$ cat config.mk
export PLATFORM = sky130hd
export DESIGN_NAME = rx_symbol_align
export DESIGN_NICKNAME = d
export VERILOG_FILES = /design/src/rtl/rx_symbol_align.sv
export SDC_FILE = /design/constraint.sdc
export NUM_CORES = 1
export LEC_CHECK = 0
export CAP_MARGIN = 40
export CORE_MARGIN = 4
export CORE_UTILIZATION = 50
export CTS_BUF_LIST = sky130_fd_sc_hd__clkbuf_16
export DETAILED_ROUTE_END_ITERATION = 7
export GPL_ROUTABILITY_DRIVEN = 1
export PLACE_DENSITY = 0.7
export SYNTH_ARGS = -nofsm -noshare
export SYNTH_HDL_FRONTEND = slang
export SYNTH_SLANG_ARGS = --single-unit
$ cat constraint.sdc
create_clock -name CLOCK_50 -period 4.97 [get_ports CLOCK_50]
set_input_delay 0.497 -clock CLOCK_50 [delete_from_list [all_inputs] [get_ports CLOCK_50]]
set_output_delay 0.497 -clock CLOCK_50 [all_outputs]
set_load 0.03 [all_outputs]
$ cat src/rtl/rx_symbol_align.sv
// rx_symbol_align
// 8b/10b receive front end: shifts in the serial line, hunts for the K28.5
// comma, locks symbol alignment after a run of aligned commas and then
// delivers framed 10-bit symbols. Decoder code errors are used to detect a
// lost alignment and return to hunting.
//
// state  | meaning
// -------+-----------------------------------------------------------------
// HUNT   | no alignment; any comma seen in sr sets the phase
// CHECK  | phase set, counting consecutive aligned commas toward lock
// LOCKED | aligned; one symbol emitted per boundary, errors tracked
module rx_symbol_align #(
  parameter logic [9:0] COMMA_N    = 10'b0011111010,
  parameter logic [9:0] COMMA_P    = 10'b1100000101,
  parameter int         LOCK_COUNT = 3,
  parameter int         LOSS_COUNT = 4
) (
  input  logic       CLOCK_50,
  input  logic       resetN,
  input  logic       Sin,
  input  logic       codeErr,
  output logic [9:0] symOut,
  output logic       symValid,
  output logic       isComma,
  output logic       locked,
  output logic       alignErr
);

  typedef enum logic [1:0] {
    HUNT   = 2'd0,
    CHECK  = 2'd1,
    LOCKED = 2'd2
  } state_t;

  localparam logic [3:0] LOCK_C = 4'(LOCK_COUNT);
  localparam logic [3:0] LOSS_C = 4'(LOSS_COUNT);

  state_t     state;
  logic [9:0] sr;
  logic [3:0] p;
  logic [3:0] cc;
  logic [3:0] ec;

  logic       match;
  logic       boundary;
  logic       relock;
  logic       loss;
  logic [3:0] cc_inc;
  logic [3:0] ec_inc;

  assign match    = (sr == COMMA_N) || (sr == COMMA_P);
  assign boundary = (p == 4'd0);
  assign cc_inc   = cc + 4'd1;
  assign ec_inc   = ec + 4'd1;
  // Any comma that sets a new phase: the first one in HUNT, or one that
  // lands off the current boundary while checking or locked.
  assign relock   = match && ((state == HUNT) || !boundary);
  // Loss of lock outranks every other event in the same cycle.
  assign loss     = symValid && codeErr && (ec_inc == LOSS_C);

  // Serial line shift register, bit 9 is the oldest bit.
  always_ff @(posedge CLOCK_50 or negedge resetN) begin
    if (!resetN) begin
      sr <= '0;
    end else begin
      sr <= {sr[8:0], Sin};
    end
  end

  // Phase counter: restarts at 1 on a phase-setting comma, otherwise 0..9.
  always_ff @(posedge CLOCK_50 or negedge resetN) begin
    if (!resetN) begin
      p <= '0;
    end else if (relock) begin
      p <= 4'd1;
    end else if (p == 4'd9) begin
      p <= '0;
    end else begin
      p <= p + 4'd1;
    end
  end

  // Alignment FSM with registered outputs and comma/error counters.
  always_ff @(posedge CLOCK_50 or negedge resetN) begin
    if (!resetN) begin
      state    <= HUNT;
      cc       <= '0;
      ec       <= '0;
      symOut   <= '0;
      symValid <= 1'b0;
      isComma  <= 1'b0;
      locked   <= 1'b0;
      alignErr <= 1'b0;
    end else begin
      symValid <= 1'b0;
      alignErr <= 1'b0;

      if (symValid) begin
        if (codeErr) begin
          ec <= ec_inc;
        end else begin
          ec <= '0;
        end
      end

      if (loss) begin
        state  <= HUNT;
        locked <= 1'b0;
        ec     <= '0;
        cc     <= '0;
      end else begin
        case (state)
          HUNT: begin
            if (match) begin
              cc    <= 4'd1;
              state <= CHECK;
            end
          end
          CHECK: begin
            if (boundary) begin
              if (match) begin
                cc <= cc_inc;
                if (cc_inc == LOCK_C) begin
                  state    <= LOCKED;
                  locked   <= 1'b1;
                  ec       <= '0;
                  symOut   <= sr;
                  symValid <= 1'b1;
                  isComma  <= 1'b1;
                end
              end else begin
                state <= HUNT;
                cc    <= '0;
              end
            end else if (match) begin
              cc <= 4'd1;
            end
          end
          LOCKED: begin
            if (boundary) begin
              symOut   <= sr;
              symValid <= 1'b1;
              isComma  <= match;
            end else if (match) begin
              alignErr <= 1'b1;
              locked   <= 1'b0;
              state    <= CHECK;
              cc       <= 4'd1;
            end
          end
          default: begin
            state <= HUNT;
          end
        endcase
      end
    end
  end

endmodule

* Word level (Yosys, flattened, before mapping) *
Cells that the tools add are included.

storage, ports and cells
  output and inout port bits = 14
  bits in registers = 38
  word-level logic and storage cells = 92
  bits of input ports = 4

cells by class
  bitwise logic cells = 1
  add/subtract/negate cells = 3
  multiplexer cells = 46
  reductions and logical operators = 15
  equal/unequal tests = 17

operator list
  kind                                                                    number
  4-bit 2-to-1 mux                                                        14
  10-bit 2-to-1 mux                                                       4
  10-bit one-hot mux with 2 select lines                                  1
  1-bit 2-to-1 mux                                                        16
  3-bit inequality test, second input constant                            5
  4-bit by 1-bit adder with 4-bit output, second input constant           3
  2-bit 2-to-1 mux                                                        6
  4-bit one-hot mux with 3 select lines                                   1
  6-bit AND reduction                                                     2
  10-bit equality test, second input constant                             1
  10-bit by 8-bit equality test with 1-bit output, second input constant  1
  2-bit inequality test, second input constant                            4
  1-bit one-hot mux with 2 select lines                                   3
  2-bit one-hot mux with 3 select lines                                   1
  4-bit by 2-bit equality test with 1-bit output, second input constant   1
  4-bit by 3-bit equality test with 1-bit output, second input constant   1
  4-bit equality test, second input constant                              1
  4-bit zero test                                                         1
  4-bit inequality test, second input constant                            1
  4-bit nonzero test                                                      1
  1-bit logical AND                                                       3
  3-bit AND reduction                                                     1
  3-bit nonzero test                                                      1
  2-bit by 1-bit equality test with 1-bit output, second input constant   1
  7 further kinds                                                         8

* Depth between registers and ports, before layout *
  word-level depth = 8
  depth in mapped cells = 8
  mapped depth without buffers = 7

* Worst setup path before layout *
Ideal clock, no wire load.

  path kind = flip-flop to flip-flop
  start = reg sr[9]
  end = reg isComma
  setup time = 0.128 ns
  stages on the path, launching flop included = 7
  clock period less this slack = 1.983 ns
  data arrival time = 1.856 ns
  buffers on the path = 1
  slack = 2.987 ns
  required time = 4.842 ns
  path through = dfrtp_1 -> or2_1 -> nor4_2 -> o21ai_1 -> a211oi_2 -> buf_4 -> mux2_1

on the way
  longest elaborated chain between the ends = 4
  elaborated cells between the ends (all ways) = 7
  those cells by class = eq/ne (3); mux (2); reduce/logical (2)

ends and longest elaborated chain
  item                                                                                     line  text
  from (decl)                                                                              39    logic [9:0] sr;
  from (signal assigned)                                                                   66    sr <= {sr[8:0], Sin};
  10-bit by 8-bit equality test with 1-bit output or 10-bit equality test (tied branches)  51    assign match = (sr == COMMA_N) || (sr == COMMA_P);
  1-bit logical OR (*)                                                                     51
  2-bit inequality test (no line) or 1-bit 2-to-1 mux (tied branches)                      -
  6-bit AND reduction (no line) or 1-bit one-hot mux with 2 select lines (tied branches)   -
  to (signal assigned)                                                                     143   isComma <= match;
  to (decl)                                                                                24    output logic isComma,

Mark *: on every way between the ends. The rest lies on a longest branch, timed or not. The select of a mux whose other input is x is not followed.
A chain may end at the register's enable or synchronous reset.

* Worst setup path in the final report *
  start = reg cc[0]
  end = reg symOut[1]

on the way
  longest elaborated chain between the ends = 4

ends and longest elaborated chain
  item                                            line  text
  from (decl)                                     41    logic [3:0] cc;
  from (signal assigned)                          122   cc <= cc_inc;
  4-bit by 1-bit adder with 4-bit output          53    assign cc_inc = cc + 4'd1;
  4-bit by 2-bit equality test with 1-bit output  123   if (cc_inc == LOCK_C) begin
  2-bit inequality test (no line)                 -
  6-bit AND reduction (no line)                   -
  to (signal assigned)                            127   symOut <= sr;
  to (signal assigned)                            141   symOut <= sr;
  to (decl)                                       22    output logic [9:0] symOut,

No other way between the ends.

==> results by group <==
CTS
  – Worst-Skew Late Latency: 280 ps
  – H-tree levels: 2
  – CTS root buf: clkbuf_16
  – Longest Clk Path Bufs: 2
  – TritonCTS clock tree: built
  – CTS Hold Buffers Added: 0
  – Num CTS Buffers: 5
  – Num Clock Sinks: 38
  – Clk slew on worst S/H paths: roughly 50 ps
  – PostCTS Resize Cnt: 0
  – # Post-CTS Setup Buffers: 0

Hold path
  – Worst hold stages: 0
  – Min-Delay Path Class: register to register
  – Hold_sp: sr[8]$_DFF_PN0_
  – Hold EP: sr[9]$_DFF_PN0_

Pwr
  – Pleak: 0.9209 nW
  – Maximum VDD drop: 0.0003161 V
  – Cell Pwr Density: 495.4 nW/um^2
  – Tot Pwr: 1.084 mW

Final layout
  – Post-Layout Cell Count: around 230
  – Diode count: 0
  – Post-synthesis to final-layout area growth: 19.63%
  – Fraction of layout cells with a size suffix above 1: 9.730%
  – Fin nets: 197

Logic synthesis
  – #FFs+latches synth: 38
  – Largest area contributor in the netlist: dfrtp_1
  – EDFF count, synth: 0
  – Asr flop ratio synth: between 90% and 100%
  – Syn. warnings: 0
  – Syn Inst Count: ~160
  – Top cell type's share of synthesized area: 51.98%
  – Sequential cell area fraction in the yosys report: 51.98%
  – Ys flop type: dfrtp_1
  – Count of cell types in the netlist: between 40 and 50
  – Commonest cells in the netlist: dfrtp_1, nor2_1, mux2_1, o21ai_0, nand2_1
  – Top-count cell post-synth: dfrtp_1
  – Synthesized area: 1829 um^2
  – Synthesized Nets: between 150 and 200
  – Average size of a mapped cell: about 11 um^2
  – Area contributors post-synth: dfrtp_1, mux2_1, ha_1, nor2_1, o21ai_0

Floorplan
  – Die ar.: 4690 um^2
  – Row cnt: 21
  – DIE WIDTH: 68.49 um
  – Initial core utilization: 53.14%
  – Die height: slightly below 70 um
  – Placeable Area: ~3400 um^2
  – Ports: 18

Global routing
  – Number of global-route vias before repair: 1313
  – Initial antenna violation count: 0
  – GRT Resource Usage Total: about 18%
  – Total gr overflow: 0
  – First-pass GRT wire length: 5947 um
  – Largest net degree at the start of global routing: 39

Worst setup path
  – Setup crit start kind: register
  – CP Max Fanout: 7
  – Reg-to-reg slack, setup: ~2500 ps
  – Endpoint of the lowest-slack register-to-register path: symOut[1]$_DFFE_PN0P_
  – Worst Path Arrival: 2610 ps
  – Worst R2R Start: cc[0]$_DFFE_PN0P_
  – CP Class: register to register
  – Worst R2R Path Depth: 7
  – Required @ worst endpoint: ~5100 ps
  – Critical Path End Type: register

Timing
  – Clk_skew: 2.142 ps
  – Fmax: a little over 400 MHz
  – RSZ-0062 raised after global routing: false
  – Final Setup Violations: 0
  – Final Hold Vio Count: 0
  – Worst setup margin: between 2000 and 3000 ps
  – Fin crit period: 2453 ps
  – Relative slew margins: 62.47%
  – Pins over their slew limit: 0
  – Actual slew at the worst max-slew pin: 560.9 ps
  – Setup tns final: 0 ps
  – Tcrit/Tclk final: 49.35%

Place
  – Post-DP HPWL: 2424 um
  – Port bufs: 17
  – Placed Cells incl. Taps: 224
  – Routability Congestion: 0.8637
  – Dpl ws: 2489 ps

Routing
  – ANT nets after route: 0
  – Detailed Route WL: 3377 um
  – Via-to-Cell Ratio: 5.597
  – # DRC: 0
  – Vias post-DR: 1293
  – Detailed Route Iter0 Violations: 54
  – Routed len/inst: 14.62 um
  – 1st-pass router iterations: 4

Status
  – Status: finished, final reports clean

Job
  – Max-Cap Viols: 0
[layout make-up]
type	instances	area, um^2
clock inverter	2	10.01
tap	46	57.56
timing repair buffer	19	185.2
sequential	38	950.9
inverter	6	22.52
clock buffer	5	125.1
multi-input combinational	115	837.1
fill	273	1254
[sequential cells by signal, summed over array words and instances (netlist names)]
signal and count:
alignErr 1, cc 4, ec 4, isComma 1, locked 1, p 4
sr 10, state 2, symOut 10, symValid 1
[cell families (layout without fill, tap and decap cells)]
| kind of cell | Yosys count | in the layout | share of synthesized area, % |
|---|---|---|---|
| simple gates | 55 | 55 | 16.90 |
| flops | 38 | 38 | 51.98 |
| compound gates | 35 | 35 | 13.41 |
| mux | 14 | 14 | 8.550 |
| buf+inv | 10 | 32 | 2.257 |
| fa+ha+maj | 8 | 8 | 5.472 |
| xor+xnor | 3 | 3 | 1.437 |
[stage by stage]
stage / hold slack [ps] / area [um^2] / util (%)
global route: 433.5 / 2188 / 63.58
global placement: 390.6 / 2046 / 59.43
CTS: 413.9 / 2188 / 63.58
detailed placement: 402.1 / 2053 / 59.65
floorplan: 201.4 / 1829 / -
finish: 408.0 / 2188 / 63.58
[layer usage]
layer / vias up / share of wire, % / GRT usage (%)
met2: 24 / 50 / 29.20
met5: - / 0 / 0
met1: 637 / 45 / 21.44
met4: 0 / 1.7 / 7.444
li1: 628 / - / -
met3: 4 / 3.9 / 4.762
[power by group]
group | internal [mW] | total (mW) | switching (mW)
clock | 0.181 | 0.291 | 0.111
sequential | 0.376 | 0.425 | 0.0493
combinational | 0.165 | 0.368 | 0.202
[cells in the final DEF (no fill, tap or decap), drive strengths merged, types with 2 or more instances in the layout]
cell and count:
inv 6, nor4 2, a21oi 7, clkbuf 5, nor3 2, nand3 7
a32oi 3, o2111a 2, xnor2 2, nand2b 6, or2 2, ha 8
clkinv 2, mux2 13, o21ai 11, dfrtp 38, nand2 9, buf 2
nor2b 2, nor2 16, clkdlybuf4s50 17
[how the worst max path moves through the flow]
| stage | end | slack (ps) | startpoint |
|---|---|---|---|
| after floorplan | isComma$_DFFE_PN0P_ | 2990 | sr[9]$_DFF_PN0_ |
| after global placement | symOut[1]$_DFFE_PN0P_ | 2390 | codeErr |
| after detailed placement | symOut[0]$_DFFE_PN0P_ | 2490 | codeErr |
| after CTS | symOut[9]$_DFFE_PN0P_ | 2510 | cc[0]$_DFFE_PN0P_ |
| after global routing | symOut[8]$_DFFE_PN0P_ | 2270 | sr[5]$_DFF_PN0_ |
| final | symOut[1]$_DFFE_PN0P_ | 2520 | cc[0]$_DFFE_PN0P_ |
[worst max-delay path, stage by stage, from the launching register on]
cell	delay, ps
dfrtp_1	440
ha_1	240
nand2b_1	90
o2111a_1	320
o21ai_1	120
a211oi_2	530
buf_4	260
mux2_2	340
Power figures use the tool's default switching activity.
==> patch, RTL diff (same flow settings) <==
Reset style: synchronous (`resetN`), changed in 3 clocked blocks.
--- a/src/rtl/rx_symbol_align.sv
+++ b/src/rtl/rx_symbol_align.sv
@@ -59,7 +59,7 @@
   assign loss     = symValid && codeErr && (ec_inc == LOSS_C);
 
   // Serial line shift register, bit 9 is the oldest bit.
-  always_ff @(posedge CLOCK_50 or negedge resetN) begin
+  always_ff @(posedge CLOCK_50) begin
     if (!resetN) begin
       sr <= '0;
     end else begin
@@ -68,7 +68,7 @@
   end
 
   // Phase counter: restarts at 1 on a phase-setting comma, otherwise 0..9.
-  always_ff @(posedge CLOCK_50 or negedge resetN) begin
+  always_ff @(posedge CLOCK_50) begin
     if (!resetN) begin
       p <= '0;
     end else if (relock) begin
@@ -81,7 +81,7 @@
   end
 
   // Alignment FSM with registered outputs and comma/error counters.
-  always_ff @(posedge CLOCK_50 or negedge resetN) begin
+  always_ff @(posedge CLOCK_50) begin
     if (!resetN) begin
       state    <= HUNT;
       cc       <= '0;
Check against the original RTL: no difference found for any inputs over 10 cycles, from zero or initial values and one cycle with resetN low; that may be too few to reach the edited logic, so the function may still have changed.
==> patch against the unedited design <==
- sequential cell count unchanged
- core utilization decreased by 1.5 points
- highest routed layer unchanged
- setup slack better by 95 ps
- sequential share of layout area down 7.0 points
- routed wire length fell by 6.4%
- final area decreased by 4.6%
- die area down 3.9%
- area after synthesis is 4.4% lower
- non-clock buffer count unchanged
Power is not compared: it rests on default switching activity, and its combinational part moved more than twofold at a synthesized area within 25%.
==> patch: results (changes against the unedited design) <==
[status]
status=complete, no violations  ; unchanged

[detailed_routing]
viasPerCell=5.28  ; was 5.60
drtIter0Drc=71  ; was 54
detailroute.via_count=1389  ; was 1293
routed_wl_um=3160  ; was 3380 µm

[cts]
clock_latency_ps=270
postCtsSetupRepairBufs=0  ; unchanged
cts_buffer_depth=2  ; unchanged
cts.root.buffer_cell=clkbuf_16  ; unchanged
cts_resized=0  ; unchanged
path_clk_slew_ps=50  ; about the same

[layout]
largestRegisters=sr (10), symOut (10)  ; unchanged
fillCellCount=313  ; was 273
final_nets=230  ; was 197
drive_above_1_share_pct=6.91  ; was 9.73%

[grt]
grt_max_degree=26  ; was 39
grt_pass1_vias=1328  ; was 1313
grt_first_pass_wirelength_um=5700  ; was 5950 µm
grt_util_all_layers_pct=16.5  ; was 17.6%

[timing]
slew_headroom_pct=45.8  ; was 62.5%
finClkSkew_ps=2.06  ; was 2.14 ps
maxSlewViolCount=0  ; unchanged

[setup_path]
worstPathMaxFanout=7  ; unchanged
crit_arrival_ps=2560  ; was 2610 ps
endpoint=symOut[2]  ; was symOut[1]
crit_start=cc[0]  ; unchanged
ff2ff_path_depth=8  ; was 7
r2r_end=symOut[2]  ; was symOut[1]
ff2ff_setup_slack_ps=2610  ; was 2520 ps

[yosys]
async_reset_ff_share_pct=0  ; was 100%
synth_seq_area_share_pct=43.5  ; was 52.0%
syn_nets=212  ; was 175
synthDistinctLibCells=41  ; was 46
synth_common_cells=dfxtp_1, nand2_1, inv_1, a21oi_1, nor2_1  ; was dfrtp_1, nor2_1, mux2_1, o21ai_0, nand2_1
synth_area_per_cell_um2=8.83  ; was 11.2 µm²
ys_top_cells_by_area=dfxtp_1, nand2_1, ha_1  ; was dfrtp_1, mux2_1, ha_1

[placed_design]
dp_hpwl_um=2320  ; was 2420 µm
placed_cells=255  ; was 224
gp_congestion=0.780  ; was 0.864
io_buffers=17  ; unchanged
place_area_mm2=0.00195  ; was 0.00205 mm²

[power_and_ir_drop]
vdd_drop_max_v=0.000209

## patch: logic make-up (layout without fill, tap and decap cells)
| group | count (synthesis) | after routing | synth area share [%] |
|---|---|---|---|
| and+or+nand+nor | 79 | 79 | 22.3 |
| buffers and inverters | 26 | 45 | 6.30 |
| DFF | 38 | 38 | 43.5 |
| adders and majority gates | 10 | 10 | 7.16 |
| muxes | 12 | 12 | 6.94 |
| xor gates and xnor gates | 2 | 2 | 1.00 |
| AOI/OAI and AO/OA | 31 | 31 | 12.7 |
## patch: how the worst min path moves through the flow
stage	start	endpoint	slack (ps)	depth (start not counted)
floorplan	sr[1]	sr[2]	430	2
global placement	symOut[7]	symOut[7]	440	2
global route	symOut[0]	symOut[0]	480	2
detailed placement	symOut[0]	symOut[0]	450	2
CTS	locked	locked	460	2
finish	symOut[0]	symOut[0]	460	2
## patch: worst max-delay path, cell delays in order (launching register included)
cell and delay [ps]:
dfxtp_1 430, ha_1 260, and2_1 140, a21oi_1 90, o32ai_4 330, nand2_2 100
a211oi_2 520, buf_6 220, mux2i_1 190
## patch: through the flow
stage | utilization [%] | setup slack [ps] | hold slack, ps
CTS | 62.1 | 2600 | 460
detailed placement | 58.0 | 2420 | 449
finish | 62.1 | 2610 | 459
global route | 62.1 | 2440 | 481
floorplan | - | 3120 | 433
global placement | 57.5 | 2310 | 444
## patch: layout make-up
| cell class | instances | area (µm²) | share of cell area [%] |
|---|---|---|---|
| Tap cell | 46 | 57.6 | 2.76 |
| Inverter | 18 | 67.6 | 3.24 |
| Sequential cell | 38 | 761 | 36.5 |
| Multi-Input combinational cell | 134 | 877 | 42.0 |
| Clock buffer | 5 | 125 | 6.00 |
| Clock inverter | 3 | 12.5 | 0.600 |
| Timing Repair Buffer | 19 | 186 | 8.93 |
## patch: where the power goes
part           total, µW  switching, µW  internal, µW
Sequential           317           5.56           312
Clock                291            110           181
Combinational       65.8           38.6          27.3
## patch: layer usage
metal	GRT usage [%]	up-vias	wire length, µm
li1	-	705	-
met1	19.4	656	1450
met2	27.7	21	1550
met3	5.06	7	108
met4	6.58	0	54
met5	0	-	0
